===== src/rtl/mmss_timer.sv =====
// mmss_timer: MM:SS stopwatch / countdown timer with prescaler and
// four active-low 7-segment digit outputs (segment a = index 0).
//
// state   | meaning
// --------+-----------------------------------------------
// S_IDLE  | stopped, prescaler cleared, waiting for start
// S_RUN   | prescaler running, value counts on each tick
// S_PAUSE | frozen value and prescaler, waiting for resume
// S_DONE  | countdown reached 00:00, waits for clear/load
module mmss_timer #(
  parameter int CLK_HZ  = 50000000,
  parameter int TICK_HZ = 1,
  parameter int MAX_MIN = 59
) (
  input  logic       clock,
  input  logic       reset,
  input  logic       clear,
  input  logic       start_stop,
  input  logic       mode_down,
  input  logic       load,
  input  logic [7:0] load_min,
  input  logic [7:0] load_sec,
  output logic [7:0] min_bcd,
  output logic [7:0] sec_bcd,
  output logic [0:6] hex_mh,
  output logic [0:6] hex_ml,
  output logic [0:6] hex_sh,
  output logic [0:6] hex_sl,
  output logic       running,
  output logic       rollover,
  output logic       done
);

  localparam int DIV = CLK_HZ / TICK_HZ;
  localparam int PW  = (DIV > 1) ? $clog2(DIV) : 1;
  localparam logic [PW-1:0] PRESC_TOP = PW'(DIV - 1);
  localparam logic [3:0] MAX_HI = 4'(MAX_MIN / 10);
  localparam logic [3:0] MAX_LO = 4'(MAX_MIN % 10);

  typedef enum logic [1:0] {S_IDLE, S_RUN, S_PAUSE, S_DONE} state_t;

  state_t        state_q, state_d;
  logic [PW-1:0] presc_q, presc_d;
  logic [3:0]    min_hi_q, min_hi_d, min_lo_q, min_lo_d;
  logic [3:0]    sec_hi_q, sec_hi_d, sec_lo_q, sec_lo_d;
  logic          mode_q, mode_d;
  logic          ss_q;
  logic          rollover_q, rollover_d;

  logic          ss_event;
  logic          tick;
  logic          is_zero;
  logic [3:0]    ld_mh, ld_ml, ld_sh, ld_sl;
  logic [6:0]    ld_min_val;

  function automatic logic [3:0] sat_digit(input logic [3:0] d);
    return (d > 4'd9) ? 4'd9 : d;
  endfunction

  function automatic logic [0:6] seg7(input logic [3:0] d);
    logic [0:6] s;
    case (d)
      4'd0:    s = 7'b0000001;
      4'd1:    s = 7'b1001111;
      4'd2:    s = 7'b0010010;
      4'd3:    s = 7'b0000110;
      4'd4:    s = 7'b1001100;
      4'd5:    s = 7'b0100100;
      4'd6:    s = 7'b0100000;
      4'd7:    s = 7'b0001111;
      4'd8:    s = 7'b0000000;
      4'd9:    s = 7'b0000100;
      default: s = 7'b1111111;
    endcase
    return s;
  endfunction

  assign ss_event = start_stop & ~ss_q;
  assign is_zero  = (min_hi_q == 4'd0) && (min_lo_q == 4'd0) &&
                    (sec_hi_q == 4'd0) && (sec_lo_q == 4'd0);

  // Preset saturation: clamp each digit to 9, then clamp the field values.
  always_comb begin
    ld_mh      = sat_digit(load_min[7:4]);
    ld_ml      = sat_digit(load_min[3:0]);
    ld_sh      = sat_digit(load_sec[7:4]);
    ld_sl      = sat_digit(load_sec[3:0]);
    ld_min_val = 7'(ld_mh) * 7'd10 + 7'(ld_ml);
    if (ld_min_val > 7'(MAX_MIN)) begin
      ld_mh = MAX_HI;
      ld_ml = MAX_LO;
    end
    if (ld_sh > 4'd5) begin
      ld_sh = 4'd5;
      ld_sl = 4'd9;
    end
  end

  // Next-state, prescaler and BCD counter logic; priority clear > load > event > tick.
  always_comb begin
    state_d    = state_q;
    presc_d    = presc_q;
    mode_d     = mode_q;
    min_hi_d   = min_hi_q;
    min_lo_d   = min_lo_q;
    sec_hi_d   = sec_hi_q;
    sec_lo_d   = sec_lo_q;
    rollover_d = 1'b0;
    tick       = 1'b0;

    if (state_q == S_RUN) begin
      if (presc_q == PRESC_TOP) begin
        presc_d = '0;
        tick    = 1'b1;
      end else begin
        presc_d = presc_q + PW'(1);
      end
    end

    if (clear) begin
      state_d  = S_IDLE;
      presc_d  = '0;
      min_hi_d = 4'd0;
      min_lo_d = 4'd0;
      sec_hi_d = 4'd0;
      sec_lo_d = 4'd0;
    end else if (load && (state_q != S_RUN)) begin
      presc_d  = '0;
      min_hi_d = ld_mh;
      min_lo_d = ld_ml;
      sec_hi_d = ld_sh;
      sec_lo_d = ld_sl;
      if (state_q == S_DONE) state_d = S_IDLE;
    end else begin
      if (tick) begin
        if (!mode_q) begin
          if (sec_lo_q != 4'd9) begin
            sec_lo_d = sec_lo_q + 4'd1;
          end else begin
            sec_lo_d = 4'd0;
            if (sec_hi_q != 4'd5) begin
              sec_hi_d = sec_hi_q + 4'd1;
            end else begin
              sec_hi_d = 4'd0;
              if ((min_hi_q == MAX_HI) && (min_lo_q == MAX_LO)) begin
                min_hi_d   = 4'd0;
                min_lo_d   = 4'd0;
                rollover_d = 1'b1;
              end else if (min_lo_q != 4'd9) begin
                min_lo_d = min_lo_q + 4'd1;
              end else begin
                min_lo_d = 4'd0;
                min_hi_d = min_hi_q + 4'd1;
              end
            end
          end
        end else if (is_zero) begin
          // Defensive: a down-count never runs at 00:00, but never wrap if it does.
          state_d = S_DONE;
        end else begin
          if ((min_hi_q == 4'd0) && (min_lo_q == 4'd0) &&
              (sec_hi_q == 4'd0) && (sec_lo_q == 4'd1)) begin
            state_d = S_DONE;
          end
          if (sec_lo_q != 4'd0) begin
            sec_lo_d = sec_lo_q - 4'd1;
          end else begin
            sec_lo_d = 4'd9;
            if (sec_hi_q != 4'd0) begin
              sec_hi_d = sec_hi_q - 4'd1;
            end else begin
              sec_hi_d = 4'd5;
              if (min_lo_q != 4'd0) begin
                min_lo_d = min_lo_q - 4'd1;
              end else begin
                min_lo_d = 4'd9;
                min_hi_d = min_hi_q - 4'd1;
              end
            end
          end
        end
      end

      if (ss_event) begin
        case (state_q)
          S_IDLE, S_PAUSE: begin
            mode_d  = mode_down;
            state_d = (mode_down && is_zero) ? S_DONE : S_RUN;
          end
          // A pause on the same cycle as the final down tick wins over DONE.
          S_RUN:   state_d = S_PAUSE;
          default: ;
        endcase
      end
    end

    if ((state_d == S_IDLE) || (state_d == S_DONE)) presc_d = '0;
  end

  // State and datapath registers.
  always_ff @(posedge clock or posedge reset) begin
    if (reset) begin
      state_q    <= S_IDLE;
      presc_q    <= '0;
      mode_q     <= 1'b0;
      min_hi_q   <= 4'd0;
      min_lo_q   <= 4'd0;
      sec_hi_q   <= 4'd0;
      sec_lo_q   <= 4'd0;
      ss_q       <= 1'b0;
      rollover_q <= 1'b0;
    end else begin
      state_q    <= state_d;
      presc_q    <= presc_d;
      mode_q     <= mode_d;
      min_hi_q   <= min_hi_d;
      min_lo_q   <= min_lo_d;
      sec_hi_q   <= sec_hi_d;
      sec_lo_q   <= sec_lo_d;
      ss_q       <= start_stop;
      rollover_q <= rollover_d;
    end
  end

  // Output decode from registered state and digits.
  always_comb begin
    min_bcd  = {min_hi_q, min_lo_q};
    sec_bcd  = {sec_hi_q, sec_lo_q};
    hex_mh   = seg7(min_hi_q);
    hex_ml   = seg7(min_lo_q);
    hex_sh   = seg7(sec_hi_q);
    hex_sl   = seg7(sec_lo_q);
    running  = (state_q == S_RUN);
    done     = (state_q == S_DONE);
    rollover = rollover_q;
  end

endmodule


===== config.mk =====
export PLATFORM = sky130hd
export DESIGN_NAME = mmss_timer
export DESIGN_NICKNAME = d
export VERILOG_FILES = /design/src/rtl/mmss_timer.sv
export SDC_FILE = /design/constraint.sdc
export NUM_CORES = 1
export LEC_CHECK = 0
export ABC_AREA = 1
export ABC_CLOCK_PERIOD_IN_PS = 3400
export CAP_MARGIN = 20
export CELL_PAD_IN_SITES_DETAIL_PLACEMENT = 0
export CELL_PAD_IN_SITES_GLOBAL_PLACEMENT = 1
export CORE_MARGIN = 8
export CORE_UTILIZATION = 48
export CTS_CLUSTER_SIZE = 20
export DETAILED_ROUTE_END_ITERATION = 12
export DONT_BUFFER_PORTS = 1
export GPL_TIMING_DRIVEN = 0
export PLACE_DENSITY_LB_ADDON = 0.1
export SLEW_MARGIN = 20
export SYNTH_ARGS = -nofsm -noshare
export SYNTH_HDL_FRONTEND = slang
export SYNTH_SLANG_ARGS = --single-unit
export TNS_END_PERCENT = 20

===== constraint.sdc =====
create_clock -name clock -period 3.4 [get_ports clock]
set_input_delay 0.17 -clock clock [delete_from_list [all_inputs] [get_ports clock]]
set_output_delay 0.17 -clock clock [all_outputs]
set_load 0.02 [all_outputs]

# --- After elaboration in Yosys (flattened, before gate mapping) ---
# Memories as Yosys holds them, arrays and structs flattened.
# Index checks and enable logic that the tools add are counted.
classes:
  eq_ne: 19
  reduce_logical: 25
  n_addsub: 10
  n_mux: 72
  bitwise_logic: 4
  n_lt_le_gt_ge: 6
  mul: 1
op_table:
  columns: ["operator", "count"]
  rows:
  - ["two-way mux 4 bit", 48]
  - ["two-way mux 26 bit", 5]
  - ["!= test 4 bit, second input constant", 7]
  - ["adder 26 x 1 -> 26 bit, second input constant", 1]
  - ["equality test 26 bit, second input constant", 1]
  - ["two-way mux 2 bit", 9]
  - ["adder 4 x 1 -> 4 bit, second input constant", 4]
  - ["> comparator 4 bit, second input constant", 4]
  - ["zero test 4 bit", 4]
  - ["nonzero test 4 bit", 4]
  - ["subtractor 4 x 1 -> 4 bit, second input constant", 4]
  - ["two-way mux 1 bit", 9]
  - ["!= test 4 x 3 -> 1 bit, second input constant", 2]
  - ["AND reduction 4 bit", 2]
  - ["AND reduction 8 bit", 1]
  - ["adder 7 x 4 -> 7 bit", 1]
  - ["> comparator 7 x 6 -> 1 bit, second input constant", 1]
  - ["logical AND 1 bit", 7]
  - ["equality test 2 bit, second input constant", 3]
  - ["multiplier 4 x 3 -> 6 bit, second input constant", 1]
  - ["AND reduction 6 bit", 1]
  - ["!= test 5 bit, second input constant", 1]
  - ["equality test 4 x 1 -> 1 bit, second input constant", 1]
  - ["equality test 4 x 3 -> 1 bit, second input constant", 1]
  - ["other kinds (12)", 15]
totals:
  register_bits: 47
  wordCells: 150
  rom_bits: 448
  inputBits: 22
  memories: 4
  output_inout_bits: 47
memory_table:
  columns: ["memory", "depth", "width", "read_ports", "rd_clocked_by_memory_dff", "wr", "line", "text"]
  rows:
  - ["(name not given)", 16, 7, 1, 0, 0, "62", "case (d)"]
  - ["(name not given)", 16, 7, 1, 0, 0, "62", null]
  - ["(name not given)", 16, 7, 1, 0, 0, "62", null]
  - ["(name not given)", 16, 7, 1, 0, 0, "62", null]

# --- Logic depth before layout (Yosys ltp) ---
logic_depth:
  depth_word: 15
  ltp_mapped: 16
  mapped_depth_nobuf: 16

# --- Worst setup path before layout ---
# No wires, ideal clock.
synth_path:
  path_type: "input-to-reg"
  startpoint: "input port load_min[5]"
  endpoint: "register min_lo_q[1]"
  stages: 16
  path_buffers: 0
  setup_ns: 0.127
  t_required_ns: 3.273
  slack_ns: 1.303
  arrival_ns: 1.970
  path_cell_list: "nor2_1 -> o21bai_1 -> ha_1 -> ha_1 -> fa_1 -> nand2_1 -> inv_1 -> o21ai_0 -> nand3b_1 -> nand2_1 -> nand3_1 -> inv_1 -> nand2_1 -> nand2_1 -> nand2_1 -> o21ai_0"
synth_via:
  elab_chain_len: 8
synth_lines:
  columns: ["element", "line", "text"]
  rows:
  - ["from (decl)", "21", "input logic [7:0] load_min,"]
  - ["> comparator 4 bit", "57", "return (d > 4'd9) ? 4'd9 : d;"]
  - ["two-way mux 4 bit (*)", "57", null]
  - ["multiplier 4 x 3 -> 6 bit (*)", "88", "ld_min_val = 7'(ld_mh) * 7'd10 + 7'(ld_ml);"]
  - ["adder 7 x 4 -> 7 bit (*)", "88", null]
  - ["> comparator 7 x 6 -> 1 bit (*)", "89", "if (ld_min_val > 7'(MAX_MIN)) begin"]
  - ["two-way mux 4 bit (*)", "89", null]
  - ["two-way mux 4 bit (*)", "127", "end else if (load && (state_q != S_RUN)) begin"]
  - ["two-way mux 4 bit (*)", "120", "if (clear) begin"]
  - ["to (signal assigned)", "217", "min_lo_q <= min_lo_d;"]
  - ["to (decl)", "44", "logic [3:0] min_hi_q, min_hi_d, min_lo_q, min_lo_d;"]
# Mark *: on every way between the ends. The rest lies on a longest branch, timed or not.
# A chain may end at the register's enable or synchronous reset.

# --- Worst setup path after layout ---
layout_path:
  startpoint: "register min_hi_q[0]"
  endpoint: "output port hex_mh[5] (netlist bit)"
layout_via:
  elab_chain_len: 1
layout_lines:
  columns: ["element", "line", "text"]
  rows:
  - ["from (decl)", "44", null]
  - ["from (signal assigned)", "216", "min_hi_q <= min_hi_d;"]
  - ["memory (16 x 7 bit)", null, null]
  - ["to (decl)", "25", "output logic [0:6] hex_mh,"]
# No other way between the ends.

==> results by group <==
Worst setup path
  – Slowest CP cell: o311ai_0
  – Critical Path RT: ~3.2 ns
  – Max incr delay on CP: about 0.94 ns
  – Crit path kind: register to primary output
  – CP max FO: 8
  – FF-to-FF End: presc_q[9]
  – Reg2Reg Depth: 14
  – Critical path capture point type: primary output
  – CP arrival: ~2.3 ns
  – FF-to-FF Start: min_lo_q[0]
  – Crit-path cells: inv_1, ha_1, o311ai_0
  – CP Launch Type: register
  – Register-to-register setup slack: 1.03 ns

STA
  – Worst Skew: 0.007367 ns
  – Final worst slack: between 0.9 and 1 ns
  – Peak Freq: 400.8 MHz
  – RSZ-0062 raised after global routing: no
  – Pins Over Slew Limit: 0
  – Max_slew headroom: 0.2268
  – Final hold viol count: 0
  – Minimum clock period: ~2.5 ns
  – Final TNS setup: 0 ns
  – Period utilization: 0.7339
  – Final setup vio count: 0
  – Worst-margin pin slew: approximately 1.1 ns
  – Hold slack: just under 0.02 ns

Power and ir drop
  – Worst VDD drop: ~500 µV
  – PD cells: ~560 nW/µm²
  – Pleak: about 2.2 nW

Status
  – Outcome: complete, no violations

Logic synthesis
  – Post-synthesis sequential area ratio: 0.2637
  – #FFs+latches synth: between 40 and 50
  – Main combinational cell family by area after synthesis: simple AND/OR/NAND/NOR gates
  – Simple-gate share of the synthesized area: 0.3950
  – Distinct cells, synth: 46
  – Xor-xnor portion of the synthesized cell area: 0.01178
  – Top FF cell, synth: dfrtp_1
  – Fraction of the mapped netlist area in compound gates: 0.1520
  – Post-synthesis mux area share: 0
  – Adder-Cell Fraction of Synth Area: 0.08191
  – Post-synth EDFFs: 0
  – Async set-reset flop share out of synthesis: 1.000
  – Avg Cell Area, Syn: 6.884 µm²
  – Synth Instances: around 650
  – Netlist Area Pre-Place: about 4500 µm²
  – Syn_nets: approximately 700
  – Ys Warns: 0

Layout
  – Number of diodes: 0
  – Nets@finish: between 700 and 800
  – Synth-to-layout area growth: 6.732%
  – Most common cell after layout, fill and taps aside: nand2_1
  – Final core utilization: 0.5227
  – Share of cells above drive strength 1: 0.1259
  – Cell area after layout: 4761 µm²
  – Most frequent cells in the layout: 140 x nand2_1, 77 x inv_1, 66 x nor2_1

GRT
  – First-pass GRT wire length: 19,810 µm
  – Initial antenna violation count: 0
  – Total grt overflow: 0
  – GRT Total Usage: 0.1881
  – Vias in the first global route: ~4,000
  – Largest net degree at the start of global routing: 32

Routing
  – Routed WL: about 12,000 µm
  – Drt wl/cell: ~15 µm
  – DR iter-0 viols: approximately 220
  – Post-route ant nets: 0
  – Number of vias per cell: roughly 5.5
  – DRC viols: 0
  – TritonRoute pass-1 iters: 4
  – Via count: 4,270

Min path
  – Worst hold path class: primary input to register
  – Hold path start: mode_down
  – Hold path endpoint: mode_q
  – Hold path depth: 2

Place
  – Placed Area: about 4600 µm²
  – Detailed placement HPWL: 9425 µm
  – Port buffer count: 0
  – Pre-CTS setup slack: ~1 ns
  – Global placer's final weighted congestion: 0.8482

Floorplanning
  – Std cell rows: 35
  – Core Footprint: around 9100 µm²
  – Die X: about 110 µm
  – Die ar.: 12,630 µm²
  – Die Span Y: roughly 110 µm
  – Io pins: a little under 70
  – Initial Util: 0.4897

Clock tree
  – Setup Fix Bufs, Post-CTS: 0
  – Worst-case clock buffer depth: 2
  – Clock root cell: clkbuf_8
  – PostCTS Resize Cnt: 0
  – Clock transition at path regs: roughly 0.09 ns
  – CTS buffer count: 5
  – Clk sinks: 47
  – CTS tree: built
  – CTS H-tree lvls: 2
  – Clk Latency, worst-skew pair: 0.31 ns

Run
  – Max-Cap Viols: 0
-- final cells by class --
class | count | area [µm²]
fill | 973 | 4348
multi-input combinational | 500 | 2861
inverter | 87 | 326.6
clock buffer | 6 | 82.58
sequential | 47 | 1176
buffer | 14 | 96.34
tap | 111 | 138.9
timing repair buffer | 3 | 40.04
clock inverter | 2 | 38.79
-- critical path: cells and delay by family (launching register included) --
family / cells / cell delay, ns
AO/OA/AOI/OAI: 1 / 0.94
flip-flops: 1 / 0.62
buffers and inverters: 1 / 0.17
adder cells (fa/ha/maj): 1 / 0.28
-- cell families (layout without fill, tap and decap cells) --
logic type                 count (synthesis)  after routing
xor gates and xnor gates                   6              6
DFF                                       47             47
adders and majority gates                 28             28
other                                      1              1
and+or+nand+nor                          347            347
AOI/OAI and AO/OA                        118            118
buffers and inverters                    101            112
-- cells in the mapped netlist, types with 2 or more instances --
cell / number / area (µm²)
inv_1: 78 / 292.8
nand2_2: 11 / 68.82
nor2_1: 66 / 247.7
buf_12: 2 / 40.04
xor2_1: 5 / 43.79
o21ai_1: 6 / 30.03
nand3_1: 55 / 275.3
nor3_1: 9 / 45.04
a21oi_1: 24 / 120.1
a31oi_1: 4 / 25.02
nand2_4: 3 / 33.78
nor4_1: 3 / 18.77
nand3b_1: 6 / 45.04
o21ai_0: 55 / 275.3
o21bai_1: 2 / 15.01
or2_2: 3 / 18.77
o221ai_1: 3 / 26.28
buf_2: 3 / 15.01
o211ai_1: 14 / 105.1
nor2_2: 9 / 56.30
dfrtp_1: 47 / 1176
fa_1: 2 / 40.04
inv_2: 8 / 30.03
o311ai_0: 2 / 17.52
clkbuf_1: 8 / 30.03
nor2_4: 25 / 281.5
nand3_2: 3 / 30.03
ha_1: 26 / 325.3
nand4_1: 10 / 62.56
nand2_1: 140 / 525.5
-- repair_timing --
action	CTS	global route
hold buffers	2	0
hold endpoints to repair	17	0
endpoints found under the setup margin	0	0
-- power by group --
group / switching [W] / leakage (nW) / internal [W]
logic: 0.000997 / 1.48 / 0.000386
registers: 0.000204 / 0.636 / 0.000618
clock network: 0.000212 / 0.0618 / 0.000242
-- per-layer routing --
metal,wire length (µm),GRT usage,vias up
li1,-,-,2149
met1,5845,0.2624,2005
met2,5138,0.2902,105
met3,743,0.03382,11
met4,165,0.05126,0
met5,0,0,-
-- through the flow --
step / power, W / cells
finish: 0.002660 / 770
global route: 0.002860 / 770
CTS: 0.002676 / 770
detailed placement: 0.002215 / 760
global placement: 0.002197 / 759
floorplan: 0.001920 / 648
-- sequential cells by signal, summed over array words and instances (netlist names) --
name	flops
state_q	2
sec_lo_q	4
sec_hi_q	4
rollover	1
ss_q	1
mode_q	1
presc_q	26
min_hi_q	4
min_lo_q	4
-- worst max path at each step --
stage / startpoint / endpoint / slack [ns] / cells after the start
6_report: min_hi_q[0] / hex_mh[5] / 0.90 / 3
4_1_cts: min_hi_q[0] / hex_mh[5] / 0.87 / 3
3_3_place_gp: min_lo_q[0] / presc_q[0] / 1.09 / 14
2_1_floorplan: load_min[5] / min_lo_q[1] / 1.30 / 16
3_5_place_dp: load_min[5] / min_lo_q[1] / 1.03 / 16
5_1_grt: min_hi_q[0] / hex_mh[5] / 0.79 / 3
No activity file was read; power rests on OpenSTA's default activity.
